### config.mk
export PLATFORM = sky130hd
export DESIGN_NAME = keypad_scanner_flat
export DESIGN_NICKNAME = d
export VERILOG_FILES = /design/src/rtl/lcd_pkg.sv /design/src/rtl/keypad_scanner_if.sv /design/src/rtl/keypad_row_sync.sv /design/src/rtl/keypad_scanner.sv /design/src/flat_wrapper.sv
export SDC_FILE = /design/constraint.sdc
export NUM_CORES = 1
export LEC_CHECK = 0
export ABC_CLOCK_PERIOD_IN_PS = 8100
export CAP_MARGIN = 20
export CORE_MARGIN = 2
export CORE_UTILIZATION = 55
export CTS_BUF_LIST = sky130_fd_sc_hd__clkbuf_8
export DETAILED_ROUTE_END_ITERATION = 8
export PLACE_DENSITY = 0.76
export SLEW_MARGIN = 20
export SYNTH_ARGS = -nofsm -noshare
export SYNTH_HDL_FRONTEND = slang
export SYNTH_SLANG_ARGS = --single-unit
### constraint.sdc
create_clock -name clk -period 8.1 [get_ports clk]
set_input_delay 1.62 -clock clk [delete_from_list [all_inputs] [get_ports clk]]
set_output_delay 1.62 -clock clk [all_outputs]
set_load 0.01 [all_outputs]
### src/rtl/lcd_pkg.sv
// lcd_pkg: shared keypad/LCD definitions (key-to-ASCII table, scanner FSM states, LCD character-write constants)
package lcd_pkg;
  typedef enum logic [1:0] {IDLE, CONFIRM, PRESENT, RELEASE} kp_state_e;
  // Indexed by {row, col}: r0 "123A", r1 "456B", r2 "789C", r3 "*0#D"
  localparam logic [7:0] key_lut [16] = '{
    8'h31, 8'h32, 8'h33, 8'h41,
    8'h34, 8'h35, 8'h36, 8'h42,
    8'h37, 8'h38, 8'h39, 8'h43,
    8'h2A, 8'h30, 8'h23, 8'h44
  };
  localparam logic lcd_rs_cmd = 1'b0;
  localparam logic lcd_rs_data = 1'b1;
  localparam logic [7:0] lcd_cmd_clear = 8'h01;
  localparam logic [7:0] lcd_cmd_home = 8'h02;
  localparam logic [7:0] lcd_cmd_entry_inc = 8'h06;
  localparam logic [7:0] lcd_cmd_display_on = 8'h0C;
  localparam logic [7:0] lcd_cmd_function_8b2l = 8'h38;
  function automatic logic [7:0] key_to_ascii(input logic [3:0] idx);
    return key_lut[idx];
  endfunction
endpackage

### src/rtl/keypad_scanner_if.sv
// keypad_scanner_if: key handshake bundle; master = scanner (drives key_ascii/key_valid/key_down), slave = LCD-side consumer (drives key_ready)
interface keypad_scanner_if;
  logic [7:0] key_ascii;
  logic key_valid;
  logic key_ready;
  logic key_down;
  modport master (output key_ascii, key_valid, key_down, input key_ready);
  modport slave (input key_ascii, key_valid, key_down, output key_ready);
endinterface

### src/rtl/keypad_row_sync.sv
// keypad_row_sync: 4-bit two-flop synchroniser; clk, rst (async active-low, resets to 4'hF), d async rows in, q synchronised rows out
module keypad_row_sync (
  input  logic       clk,
  input  logic       rst,
  input  logic [3:0] d,
  output logic [3:0] q
);
  logic [3:0] meta_q, sync_q;
  always_ff @(posedge clk or negedge rst)
    if (!rst) begin
      meta_q <= 4'hF;
      sync_q <= 4'hF;
    end else begin
      meta_q <= d;
      sync_q <= meta_q;
    end
  assign q = sync_q;
endmodule

### src/rtl/keypad_scanner.sv
// keypad_scanner: scans a 4x4 active-low key matrix, debounces, and offers each accepted key once on a valid/ready handshake
// Ports: clk; rst (async active-low); row_in[3:0] async active-low rows; col_out[3:0] one-cold column drive;
//        kp (keypad_scanner_if.master): key_ascii, key_valid, key_ready (in), key_down.
// Macro KEYPAD_REPEAT_EN: a key held through RELEASE is re-presented every REPEAT_SCANS matching scans.
module keypad_scanner
  import lcd_pkg::*;
#(
  parameter int SCAN_DIV       = 1000,
  parameter int DEBOUNCE_SCANS = 4,
  parameter int REPEAT_SCANS   = 250
) (
  input  logic             clk,
  input  logic             rst,
  input  logic [3:0]       row_in,
  output logic [3:0]       col_out,
  keypad_scanner_if.master kp
);
  localparam int div_w = $clog2(SCAN_DIV);
  localparam logic [div_w-1:0] div_last = div_w'(SCAN_DIV - 1);
  localparam logic [3:0] db_n = 4'(DEBOUNCE_SCANS);
  if (SCAN_DIV < 4 || DEBOUNCE_SCANS < 1 || DEBOUNCE_SCANS > 15 || REPEAT_SCANS < 1) begin : g_cfg_err
    $error("keypad_scanner: parameter out of range");
  end
  logic [3:0] row_s, low;
  logic [div_w-1:0] div_q, div_d;
  logic [1:0] col_q, col_d, hits_q, hits_d, row_enc;
  logic [3:0] idx_q, idx_d, cand_q, cand_d, cnt_q, cnt_d;
  logic [2:0] n_low, hit_sum;
  logic sample, scan_done, res_none, res_single, match, accept;
  kp_state_e state_q, state_d;
  logic [7:0] ascii_q, ascii_d;
  logic valid_q, valid_d, down_q, down_d;
`ifdef KEYPAD_REPEAT_EN
  localparam int rpt_w = $clog2(REPEAT_SCANS + 1);
  logic [rpt_w-1:0] rpt_q, rpt_d;
`endif
  keypad_row_sync u_sync (.clk(clk), .rst(rst), .d(row_in), .q(row_s));
  assign low = ~row_s;
  assign n_low = 3'(low[0]) + 3'(low[1]) + 3'(low[2]) + 3'(low[3]);
  assign row_enc = low[0] ? 2'd0 : low[1] ? 2'd1 : low[2] ? 2'd2 : 2'd3;
  assign sample = div_q == div_last;
  assign scan_done = sample && col_q == 2'd3;
  // hits_q saturates at 2: anything beyond one low row over the whole scan is MULTI
  assign hit_sum = {1'b0, hits_q} + n_low;
  always_comb begin
    div_d = sample ? '0 : div_q + div_w'(1);
    col_d = sample ? col_q + 2'd1 : col_q;
    hits_d = !sample ? hits_q : scan_done ? 2'd0 : hit_sum > 3'd1 ? 2'd2 : hit_sum[1:0];
    idx_d = sample && n_low == 3'd1 ? {row_enc, col_q} : idx_q;
    res_none = hit_sum == 3'd0;
    res_single = hit_sum == 3'd1;
  end
  assign match = res_single && idx_d == cand_q;
  // With DEBOUNCE_SCANS=1 the first SINGLE scan in IDLE is already enough
  assign accept = scan_done && res_single &&
                  (state_q == IDLE ? db_n == 4'd1 :
                   state_q == CONFIRM && idx_d == cand_q && cnt_q + 4'd1 == db_n);
  always_comb begin
    state_d = state_q;
    cnt_d = cnt_q;
    cand_d = cand_q;
    ascii_d = ascii_q;
    valid_d = valid_q;
    down_d = down_q;
`ifdef KEYPAD_REPEAT_EN
    rpt_d = rpt_q;
`endif
    case (state_q)
      IDLE: if (scan_done && res_single) begin
        cand_d = idx_d;
        cnt_d = 4'd1;
        state_d = CONFIRM;
      end
      CONFIRM: if (scan_done) begin
        cnt_d = match ? cnt_q + 4'd1 : 4'd0;
        state_d = match ? CONFIRM : IDLE;
      end
      // Scan results are ignored here: a release before the handshake never withdraws the key
      PRESENT: if (valid_q && kp.key_ready) begin
        valid_d = 1'b0;
        cnt_d = 4'd0;
        state_d = RELEASE;
`ifdef KEYPAD_REPEAT_EN
        rpt_d = '0;
`endif
      end
      RELEASE: if (scan_done) begin
        cnt_d = res_none ? cnt_q + 4'd1 : 4'd0;
        if (res_none && cnt_q + 4'd1 == db_n) begin
          cnt_d = 4'd0;
          down_d = 1'b0;
          state_d = IDLE;
        end
`ifdef KEYPAD_REPEAT_EN
        rpt_d = match ? rpt_q + rpt_w'(1) : '0;
        if (match && rpt_q + rpt_w'(1) == rpt_w'(REPEAT_SCANS)) begin
          rpt_d = '0;
          valid_d = 1'b1;
          state_d = PRESENT;
        end
`endif
      end
      default: state_d = IDLE;
    endcase
    if (accept) begin
      ascii_d = key_to_ascii(idx_d);
      cand_d = idx_d;
      valid_d = 1'b1;
      down_d = 1'b1;
      cnt_d = 4'd0;
      state_d = PRESENT;
    end
  end
  always_ff @(posedge clk or negedge rst)
    if (!rst) begin
      div_q <= '0;
      col_q <= 2'd0;
      hits_q <= 2'd0;
      idx_q <= 4'd0;
      cand_q <= 4'd0;
      cnt_q <= 4'd0;
      state_q <= IDLE;
      ascii_q <= 8'h00;
      valid_q <= 1'b0;
      down_q <= 1'b0;
`ifdef KEYPAD_REPEAT_EN
      rpt_q <= '0;
`endif
    end else begin
      div_q <= div_d;
      col_q <= col_d;
      hits_q <= hits_d;
      idx_q <= idx_d;
      cand_q <= cand_d;
      cnt_q <= cnt_d;
      state_q <= state_d;
      ascii_q <= ascii_d;
      valid_q <= valid_d;
      down_q <= down_d;
`ifdef KEYPAD_REPEAT_EN
      rpt_q <= rpt_d;
`endif
    end
  assign col_out = ~(4'b0001 << col_q);
  assign kp.key_ascii = ascii_q;
  assign kp.key_valid = valid_q;
  assign kp.key_down = down_q;
endmodule

### src/flat_wrapper.sv
// flat-port wrapper written by rule: the top's interface ports become plain ports
module keypad_scanner_flat import lcd_pkg::*;
#(
  parameter int SCAN_DIV       = 1000,
  parameter int DEBOUNCE_SCANS = 4,
  parameter int REPEAT_SCANS   = 250
)
  (clk, rst, row_in, col_out, kp_key_ascii, kp_key_valid, kp_key_down, kp_key_ready);
  keypad_scanner_if kp_i ();
  input  logic clk;
  input  logic rst;
  input  logic [3:0] row_in;
  output logic [3:0] col_out;
  output wire logic [$bits(kp_i.key_ascii)-1:0] kp_key_ascii;
  output wire logic [$bits(kp_i.key_valid)-1:0] kp_key_valid;
  output wire logic [$bits(kp_i.key_down)-1:0] kp_key_down;
  input wire logic [$bits(kp_i.key_ready)-1:0] kp_key_ready;
  assign kp_key_ascii = kp_i.key_ascii;
  assign kp_key_valid = kp_i.key_valid;
  assign kp_key_down = kp_i.key_down;
  assign kp_i.key_ready = kp_key_ready;
  keypad_scanner #(.SCAN_DIV(SCAN_DIV), .DEBOUNCE_SCANS(DEBOUNCE_SCANS), .REPEAT_SCANS(REPEAT_SCANS)) u_core (.clk(clk), .rst(rst), .row_in(row_in), .col_out(col_out), .kp(kp_i));
endmodule
==> summary.txt <==
Floorplan
  • Core Region: 4350 µm²
  • Num ports: 21
  • Die Height: 71.0 µm
  • Initial core utilization: between 50 and 60%
  • Die Outline Area: 5050 µm²
  • Die X: ~70 µm
  • Rows: 24

Synth
  • Ys flop type: dfrtp_1
  • Count leader, synth: dfrtp_1
  • Commonest cells post-synth: dfrtp_1, inv_1, nand2_1
  • Mapped cell area: 2470 µm²
  • #FFs+latches synth: 45
  • Largest area contributor in the netlist: dfrtp_1
  • Mapped Avg Cell Area: 10.4 µm²
  • Number of synthesized flops with an enable pin: 0
  • Synth Net Count: 262
  • Cells after Synth: 237
  • Synth area leaders: dfrtp_1, dfstp_2, ha_1, mux2i_1, inv_1
  • Yosys cell types: 48
  • Synth top area share: 37.4%
  • Ys async rst share: 100%
  • Post-synthesis sequential area ratio: 46.0%
  • Syn. warnings: 0

Power
  • Tot Pwr: 0.000400 W
  • Pwr/cell area: 142 nW/µm²
  • Leakage: 1.32 nW
  • Peak supply drop: 0.000117 V

Route
  • DRT iter0 DRCs: 123
  • DRT Pass-1 Iters: 5
  • Per-cell routed wire length: ~14 µm
  • Antenna Nets Post-Route: 0
  • Routed Wire Length: 4.35 mm
  • Number of remaining DRC errors: 0
  • Vias per cell: 5.52
  • DR vias: between 1,500 and 2,000

Cells and area
  • Final net count: roughly 290
  • Number of antenna repair diodes: 0
  • P&R area growth vs syn: 13.8%
  • Multi-input combinational cell area: 1210 µm²
  • Reg area: between 1000 and 1500 µm²
  • Share of layout cells above drive strength 1: 11.8%
  • Filler Cell Count: around 340

Critical path
  • Worst path most repeated cell: ha_1
  • Crit path launch: u_core.u_sync.q[0]
  • Worst EP arrival: ~4700 ps
  • R2R cell count: 10
  • Worst r2r src: u_core.u_sync.q[0]
  • Delay of the slowest critical-path stage: 810 ps
  • CP Max Fanout: 16
  • Critical Path, Cell by Cell: inv_1 > ha_1 > fa_1 > ha_1 > or3b_1 > nor4_4 > mux2i_1 > nor2_1 > or4_1 > mux2_4
  • Critical path startpoint category: flop
  • RR Endpoint: u_core.kp.key_ascii[2]
  • Worst path slowest cell: or4_1
  • R2r setup slk: 3540 ps
  • Critical Path Sink Type: flop
  • Setup crit end: u_core.kp.key_ascii[2]
  • Critical setup path kind: reg -> reg
  • Worst EP required: 8280 ps

Status
  • Run status: finished, final reports clean

STA
  • Setup TNS: 0 ps
  • Setup violations, final: 0
  • Max frequency: roughly 0.22 GHz
  • Fin. Hold Viols: 0
  • Worst rel slew slack: 54.5%
  • Final worst-path cycle share: 56.3%
  • Fin crit period: between 4000 and 5000 ps
  • Final Max Tran Viols: 0
  • Worst slew pin tran: roughly 660 ps
  • Final setup margin: 3540 ps
  • Layout Skew: ~10 ps
  • Unrepaired setup endpoints after global routing: false

CTS
  • Sink Count: 45
  • Post_cts resized: 0
  • Max Buffers Root-to-Sink: 2
  • H-tree levels: 2
  • CTS Hold Buffers Added: 0
  • TritonCTS Buffers: 5
  • Clock transition at path regs: 80 ps
  • Setup bufs post-CTS: 0
  • TritonCTS clock tree: built
  • Worst skew pair latency: 300 ps
  • CTS root buffer: clkbuf_8

GRT
  • Initial antenna violation count: 0
  • Gr ovfl total: 0
  • Pin count of the biggest net entering global routing: 46
  • Vias in the first global route: 1,697
  • First-pass GRT wire length: 7.60 mm
  • Total track usage: 19.0%

Job
  • Maxcap violations: 0

Place
  • RePlAce Congestion: 0.828
  • IO buf count: 19
  • Setup WS pre-CTS: about 3500 ps
  • Placed wire-length estimate: 3.23 mm

Min path
  • Worst hold path type: reg -> reg
-- sequential cells by signal, indices dropped and copies added, names as in the netlist, 2 cells and up --
signal and count:
u_core.div_q 10, u_core.kp.key_ascii 7, u_core.cand_q 4, u_core.cnt_q 4, u_core.idx_q 4, u_core.u_sync.meta_q 4
u_core.u_sync.q 4, u_core.col_q 2, u_core.hits_q 2, u_core.state_q 2
-- per-stage QoR --
step / util, % / std cells / hold slack (ps) / instance area [µm²]
finish: 64.6 / 314 / 358 / 2810
global route: 64.6 / 314 / 362 / 2810
CTS: 64.0 / 313 / 358 / 2790
detailed placement: 62.1 / 305 / 347 / 2700
global placement: 62.1 / 305 / 346 / 2700
floorplan: - / 237 / 345 / 2470
-- layer usage --
layer | vias up | global-route usage (%) | part of all wire, %
li1 | 867 | - | -
met1 | 828 | 24.9 | 47
met2 | 31 | 31.3 | 48
met3 | 8 | 4.27 | 2.9
met4 | 0 | 6.71 | 1.7
met5 | - | 0 | 0
-- area by class of cell --
| cell class | instances | area share [%] |
|---|---|---|
| Clock buffer | 5 | 2.45 |
| Timing Repair Buffer | 21 | 7.83 |
| Clock inverter | 3 | 0.489 |
| Inverter | 25 | 3.34 |
| Tap cell | 52 | 2.31 |
| Sequential cell | 45 | 40.4 |
| Multi-Input combinational cell | 163 | 43.2 |
-- worst max-delay path, delay by kind of cell, from the launching register on --
| family | cells | cell delay, ps |
|---|---|---|
| adders and majority gates | 3 | 990 |
| buffers and inverters | 1 | 50 |
| DFF | 1 | 540 |
| muxes | 2 | 1050 |
| and+or+nand+nor | 4 | 1810 |
-- worst min path at each step --
stage | start | end | slack (ps) | depth (start not counted)
2_1_floorplan | u_core.u_sync.meta_q[0] | u_core.u_sync.q[0] | 350 | 0
3_3_place_gp | u_core.u_sync.meta_q[2] | u_core.u_sync.q[2] | 350 | 0
3_5_place_dp | u_core.u_sync.meta_q[1] | u_core.u_sync.q[1] | 350 | 0
4_1_cts | u_core.u_sync.meta_q[1] | u_core.u_sync.q[1] | 360 | 0
5_1_grt | u_core.u_sync.meta_q[3] | u_core.u_sync.q[3] | 360 | 0
6_report | u_core.u_sync.meta_q[3] | u_core.u_sync.q[3] | 360 | 0
-- cell usage in the layout, fill, tap and decap left out, drive strengths merged, types with 5 or more instances in the layout --
master,synthesis,layout
dfrtp,37,37
inv,25,26
nand2,25,25
clkdlybuf4s50,0,18
ha,16,16
o21ai,15,15
nor2,13,13
mux2i,12,12
nand3,10,10
dfstp,8,8
xnor2,7,7
a21oi,7,7
mux2,7,7
nor3,5,5
clkbuf,1,5
-- where the power goes --
group	switching (W)	internal [W]
Clock	0.0000715	0.0000585
Sequential	0.00000590	0.000231
Combinational	0.0000190	0.0000144
-- cells by family after synthesis --
family,share of synthesized area (%)
muxes,8.50
adders and majority gates,9.72
AOI/OAI and AO/OA,10.3
and+or+nand+nor,16.3
xor gates and xnor gates,3.90
DFF,46.0
other,0.152
buffers and inverters,5.16
No activity file was read; power rests on OpenSTA's default activity.
